$ cat src/rtl/qpu_itcm_ctrl.sv
// qpu_itcm_ctrl
//   Shares the single-port QPU ITCM SRAM between the instruction fetch unit
//   (IFU, read-only) and the external host/download port (EXT, read/write).
//   Round-robin arbitration, one outstanding access, 1-cycle RAM read latency,
//   valid/ready responses, and automatic light-sleep after an idle period.
//
// Ports
//   clk, rst_n                 clock, asynchronous active-low reset
//   ifu_cmd_*                  IFU read command (valid/ready, addr)
//   ifu_rsp_*                  IFU read response (valid/ready, rdata)
//   ext_cmd_*                  EXT command (valid/ready, read, addr, wdata, wmask)
//   ext_rsp_*                  EXT response (valid/ready, rdata; 0 for writes)
//   ram_cs/we/addr/wem/din     RAM command side
//   ram_dout                   RAM read data, valid the cycle after a read
//   ram_ls/ds/sd               RAM power controls (ds, sd tied low)
//   busy                       a transaction is outstanding
module qpu_itcm_ctrl #(
  parameter int AW      = 13,
  parameter int DW      = 64,
  parameter int MW      = 8,
  parameter int LS_IDLE = 16
) (
  input  logic          clk,
  input  logic          rst_n,

  input  logic          ifu_cmd_valid,
  output logic          ifu_cmd_ready,
  input  logic [AW-1:0] ifu_cmd_addr,
  output logic          ifu_rsp_valid,
  input  logic          ifu_rsp_ready,
  output logic [DW-1:0] ifu_rsp_rdata,

  input  logic          ext_cmd_valid,
  output logic          ext_cmd_ready,
  input  logic          ext_cmd_read,
  input  logic [AW-1:0] ext_cmd_addr,
  input  logic [DW-1:0] ext_cmd_wdata,
  input  logic [MW-1:0] ext_cmd_wmask,
  output logic          ext_rsp_valid,
  input  logic          ext_rsp_ready,
  output logic [DW-1:0] ext_rsp_rdata,

  output logic          ram_cs,
  output logic          ram_we,
  output logic [AW-1:0] ram_addr,
  output logic [MW-1:0] ram_wem,
  output logic [DW-1:0] ram_din,
  input  logic [DW-1:0] ram_dout,
  output logic          ram_ls,
  output logic          ram_ds,
  output logic          ram_sd,

  output logic          busy
);

  typedef enum logic [1:0] {
    ST_IDLE = 2'd0,
    ST_WAKE = 2'd1,
    ST_RSP  = 2'd2
  } state_t;

  localparam logic [7:0] LS_LIMIT = 8'(LS_IDLE);
  localparam bit         LS_EN    = (LS_IDLE != 0);

  state_t     state_reg, state_next;
  logic       owner_ext_reg, owner_ext_next;  // 1 = EXT owns the pending response
  logic       rsp_rd_reg, rsp_rd_next;        // pending response carries read data
  logic       rr_ext_reg, rr_ext_next;        // 1 = EXT wins the next tie
  logic [7:0] idle_cnt_reg, idle_cnt_next;
  logic       ls_reg, ls_next;

  logic any_valid;
  logic owner_rsp_ready;
  logic grant_en;
  logic gnt_ext;
  logic gnt_ifu;
  logic rsp_active;

  assign any_valid       = ifu_cmd_valid | ext_cmd_valid;
  assign owner_rsp_ready = owner_ext_reg ? ext_rsp_ready : ifu_rsp_ready;

  // A new command may be accepted from IDLE when the RAM is awake, or in the
  // same cycle the pending response is taken (back-to-back). rst_n gates the
  // grant so no command is accepted while reset is held, even if requesters
  // keep their valids high.
  assign grant_en = rst_n &&
                    (((state_reg == ST_IDLE) && !ls_reg) ||
                     ((state_reg == ST_RSP) && owner_rsp_ready));

  assign gnt_ext = grant_en && ext_cmd_valid && (!ifu_cmd_valid || rr_ext_reg);
  assign gnt_ifu = grant_en && ifu_cmd_valid && !gnt_ext;

  assign ifu_cmd_ready = gnt_ifu;
  assign ext_cmd_ready = gnt_ext;

  assign ram_cs   = gnt_ifu | gnt_ext;
  assign ram_we   = gnt_ext & ~ext_cmd_read;
  assign ram_addr = gnt_ext ? ext_cmd_addr : ifu_cmd_addr;
  assign ram_din  = gnt_ext ? ext_cmd_wdata : '0;
  assign ram_wem  = gnt_ext ? ext_cmd_wmask : '0;
  assign ram_ls   = ls_reg;
  assign ram_ds   = 1'b0;
  assign ram_sd   = 1'b0;

  // ram_cs stays low while a response waits, so ram_dout holds its value and
  // rdata is stable until the requester takes it.
  assign rsp_active    = (state_reg == ST_RSP);
  assign busy          = rsp_active;
  assign ifu_rsp_valid = rsp_active & ~owner_ext_reg;
  assign ext_rsp_valid = rsp_active & owner_ext_reg;
  assign ifu_rsp_rdata = ifu_rsp_valid ? ram_dout : '0;
  assign ext_rsp_rdata = (ext_rsp_valid && rsp_rd_reg) ? ram_dout : '0;

  always_comb begin
    state_next     = state_reg;
    owner_ext_next = owner_ext_reg;
    rsp_rd_next    = rsp_rd_reg;
    rr_ext_next    = rr_ext_reg;
    idle_cnt_next  = '0;
    ls_next        = 1'b0;

    if (ram_cs) begin
      state_next     = ST_RSP;
      owner_ext_next = gnt_ext;
      rsp_rd_next    = gnt_ifu | ext_cmd_read;
      // Prefer the requester that was not just served.
      rr_ext_next    = gnt_ifu;
    end else begin
      case (state_reg)
        ST_IDLE: begin
          // Only reachable with a valid and no grant when the RAM is asleep.
          if (any_valid) begin
            state_next = ST_WAKE;
          end
        end
        ST_WAKE: state_next = ST_IDLE;
        ST_RSP: begin
          if (owner_rsp_ready) begin
            state_next = ST_IDLE;
          end
        end
        default: state_next = ST_IDLE;
      endcase
    end

    // Idle counter runs only in IDLE with no requests and saturates at the
    // limit; everything else clears it, which also drops ls for the wake.
    if ((state_reg == ST_IDLE) && !any_valid) begin
      idle_cnt_next = (idle_cnt_reg >= LS_LIMIT) ? LS_LIMIT : idle_cnt_reg + 8'd1;
    end
    ls_next = LS_EN && (idle_cnt_next == LS_LIMIT);
  end

  always_ff @(posedge clk or negedge rst_n) begin
    if (!rst_n) begin
      state_reg     <= ST_IDLE;
      owner_ext_reg <= 1'b0;
      rsp_rd_reg    <= 1'b0;
      rr_ext_reg    <= 1'b1;
      idle_cnt_reg  <= '0;
      ls_reg        <= 1'b0;
    end else begin
      state_reg     <= state_next;
      owner_ext_reg <= owner_ext_next;
      rsp_rd_reg    <= rsp_rd_next;
      rr_ext_reg    <= rr_ext_next;
      idle_cnt_reg  <= idle_cnt_next;
      ls_reg        <= ls_next;
    end
  end

endmodule

$ cat config.mk
export PLATFORM = sky130hd
export DESIGN_NAME = qpu_itcm_ctrl
export DESIGN_NICKNAME = d
export VERILOG_FILES = /design/src/rtl/qpu_itcm_ctrl.sv
export SDC_FILE = /design/constraint.sdc
export NUM_CORES = 1
export LEC_CHECK = 0
export CAP_MARGIN = 5
export CORE_AREA = 2 2 153 155
export CTS_BUF_LIST = sky130_fd_sc_hd__clkbuf_8 sky130_fd_sc_hd__clkbuf_16
export DETAILED_ROUTE_END_ITERATION = 6
export DIE_AREA = 0 0 155 157
export PLACE_DENSITY = 0.4
export SLEW_MARGIN = 5
export SYNTH_ARGS = -nofsm -noshare
export SYNTH_HDL_FRONTEND = slang
export SYNTH_SLANG_ARGS = --single-unit
$ cat constraint.sdc
create_clock -name clk -period 3.64 [get_ports clk]
set_input_delay 1.092 -clock clk [delete_from_list [all_inputs] [get_ports clk]]
set_output_delay 1.092 -clock clk [all_outputs]
set_load 0.005 [all_outputs]
==> summary.md <==
| Metric | Value |
|---|---|
| Routed vias/inst | `about 3.5` |
| Tcrit/Tclk final | `100%` |
| Multiplexer share of the synthesized area | `7.20%` |
| First-pass GRT wire length | `roughly 22 mm` |
| Syn avg cell area | `approximately 7.3 um^2` |
| Crit-path most repeated cell | `buf_12` |
| Overall routed net length | `about 16 mm` |
| Crit path largest cell delay | `between 0.3 and 0.4 ns` |
| Post-Synthesis Cells | `around 300` |
| Synth Flop Type | `dfrtp_1` |
| Post-route non-filler standard cell count | `just under 1000` |
| Number of synthesized flops with an enable pin | `0` |
| Gr usage total | `11.9%` |
| Flops & latches, synth | `14` |
| I/O pin cnt | `between 300 and 400` |
| Initial antenna violation count | `2` |
| CTS Buf Count | `3` |
| Post-route ant nets | `0` |
| Nature of the critical path startpoint | `input port` |
| Die Width | `155 um` |
| Vias in the first global route | `between 3000 and 4000` |
| Placed Cells incl. Taps | `between 900 and 1000` |
| Via Count | `3500` |
| Ys Warns | `0` |
| Arrival @ worst endpoint | `roughly 2.6 ns` |
| Number of port buffers | `389` |
| Synth Cell Area | `2170 um^2` |
| Max VDD drop | `around 0.18 mV` |
| WS Path Type | `input port to output port` |
| Combinational power share | `between 70% and 80%` |
| Final Wtd Congestion | `approximately 0.79` |
| Main combinational cell family by area after synthesis | `simple AND/OR/NAND/NOR gates` |
| Fillers | `about 2400` |
| CP Cell Sequence | `buf_6, mux2i_4, a2111oi_4, and3_4, buf_12, buf_12, buf_16, buf_12, and2_4, buf_6` |
| Pwr per Cell Area | `312 nW/um^2` |
| Rows | `55` |
| Endpoints failing setup | `5` |
| Largest net degree at the start of global routing | `66` |
| Post-synthesis compound-gate area fraction | `between 3 and 4%` |
| Worst Path Required | `around 2.6 ns` |
| P&R area growth vs syn | `220%` |
| Final hold viol count | `0` |
| Adder-cell area share of the yosys netlist | `under 10%` |
| Initial Utilization | `between 9 and 10%` |
| NumNets Final | `873` |
| Worst-margin pin slew | `just under 0.6 ns` |
| Post-synth ARST share | `100%` |
| Period minus WS final | `~3.6 ns` |
| Total of max-cap violations | `0` |
| # DRC | `0` |
| Commonest cells after routing, fill and taps aside | `clkdlybuf4s50_1, and2_1, buf_6, and2_4, buf_2` |
| Worst slew margin | `around 60%` |
| Largest register FFs | `8` |
| XOR/XNOR share of the synthesized area | `less than 1%` |
| CTS tree | `done` |
| Seq/Total Area, Yosys | `between 10% and 20%` |
| Failing checks | `negative setup slack` |
| Die area | `roughly 24000 um^2` |
| HP Class | `flop to flop` |
| Initial drt markers | `around 120` |
| Die height | `between 150 and 200 um` |
| Sequential share of power | `between 10% and 20%` |
| RSZ-0062 raised after global routing | `yes` |
| CP Capture Type | `output port` |
| Iteration count of the initial detailed-routing pass | `4` |
| Clock insertion delay at the later pin of the skew report | `0.24 ns` |
| Clk pwr share | `approximately a tenth` |
| Psw | `684 uW` |
| Clock Skew | `between 0.003 and 0.004 ns` |
| CTS clk-pin slew, worst paths | `about 0.050 ns` |
| Pwr Total | `around 2200 uW` |
| Pint | `1480 uW` |
| Dpl hpwl | `about 13 mm` |
| Max Slew Vio Count | `0` |
| Average wire per standard cell | `roughly 16 um` |
| Core area | `22500 um^2` |
| CP Max Fanout | `5` |
| Share of layout cells above drive strength 1 | `26.2%` |
| Leakage power | `between 0.002 and 0.003 uW` |
| Cell at the slowest stage of the critical path | `a2111oi_4` |
| H-tree depth | `1` |
| CTS Buffer Depth | `2` |
| Post-Synth Simple-Gate Area | `a little under two thirds` |
| CTS root buffer | `clkbuf_16` |
| Total congestion overflow | `0` |
| Clk sinks | `14` |
| Status | `complete, but fails checks` |
| Commonest non-fill, non-tap cell in the layout | `clkdlybuf4s50_1` |
| Distinct cells, synth | `32` |
| Worst setup margin | `-0.00442 ns` |
| Net Sw Frac | `between 30% and 40%` |
| Max Fclk | `approximately 270 MHz` |
layout make-up:
type	count	area [um^2]	share of cell area (%)
sequential	14	352	5.06
tap	285	357	5.13
antenna	2	5.00	0.0720
inverter	6	22.5	0.324
clock buffer	4	88.8	1.28
timing repair buffer	420	4260	61.4
multi-input combinational	257	1860	26.7
worst paths after layout:
| check | start | endpoint | slack [ns] | cells after the start |
|---|---|---|---|---|
| setup / recovery | ext_rsp_ready | ram_din[40] | -0.004 | 10 |
| hold / removal | idle_cnt_reg[0] | idle_cnt_reg[0] | 0.48 | 1 |
| setup reg to reg | owner_ext_reg | rsp_rd_reg | 1.66 | 8 |
| hold reg to reg | idle_cnt_reg[0] | idle_cnt_reg[0] | 0.48 | 1 |
| max in group asynchronous | rst_n | rr_ext_reg | 2.58 | 2 |
| min in group asynchronous | rst_n | idle_cnt_reg[0] | 0.82 | 2 |
cells by family (layout without fill, tap and decap cells):
| family | Yosys count | count (layout) |
|---|---|---|
| AND/OR/NAND/NOR | 225 | 225 |
| buffers and inverters | 32 | 430 |
| multiplexers | 14 | 14 |
| flip-flops | 14 | 14 |
| AO/OA/AOI/OAI | 9 | 9 |
| adder cells (fa/ha/maj) | 2 | 2 |
| XOR/XNOR | 2 | 2 |
| other | 1 | 7 |
per-layer routing:
layer,GRT usage (%),vias up,part of all wire (%)
met1,14.3,1594,38
met2,22.4,167,55
met4,2.56,0,1.9
met5,0,-,0
li1,-,1723,-
met3,1.79,16,5.5
critical path, delay by kind of cell:
kind,cells,cell delay [ns]
compound gates,1,0.32
simple gates,2,0.43
mux,1,0.07
buf+inv,6,0.63
what timing repair did:
item,4_1_cts,5_1_grt
pin swaps,14,22
setup buffers,10,5
setup endpoints to repair,89,78
hold buffers,0,0
gates resized for setup,390,82
gates cloned,7,2
synth_stat cells (all sizes together), types with 3 or more instances:
library cell	instances	area [um^2]
and2	202	1260
buf	6	65.1
a21oi	3	15.0
nand2	5	18.8
dfrtp	13	325
and3	4	25.0
mux2	13	146
clkbuf	20	82.6
inv	6	22.5
nor2	5	18.8
power by group through the flow:
stage | Clock (uW) | Combinational (uW) | Sequential, uW
after floorplan | 0 | 497 | 213
after global placement | 0 | 1530 | 223
after detailed placement | 0 | 1520 | 223
after CTS | 234 | 1670 | 226
after global routing | 243 | 1840 | 232
final | 230 | 1710 | 227
through the flow:
| stage | hold WS, ns | cell area (um^2) | setup WS (ns) | util, % | setup TNS [ns] |
|---|---|---|---|---|---|
| finish | 0.482 | 6950 | -0.00442 | 30.9 | -0.0192 |
| global route | 0.498 | 6950 | -0.0783 | 30.9 | -0.733 |
| CTS | 0.483 | 6730 | -0.0543 | 29.9 | -0.493 |
| detailed placement | 0.477 | 6430 | -0.912 | 28.6 | -67.48 |
| global placement | 0.467 | 6430 | -0.898 | 28.6 | -68.28 |
| floorplan | 0.451 | 2190 | 0.0924 | - | 0 |
Power figures use the tool's default switching activity.
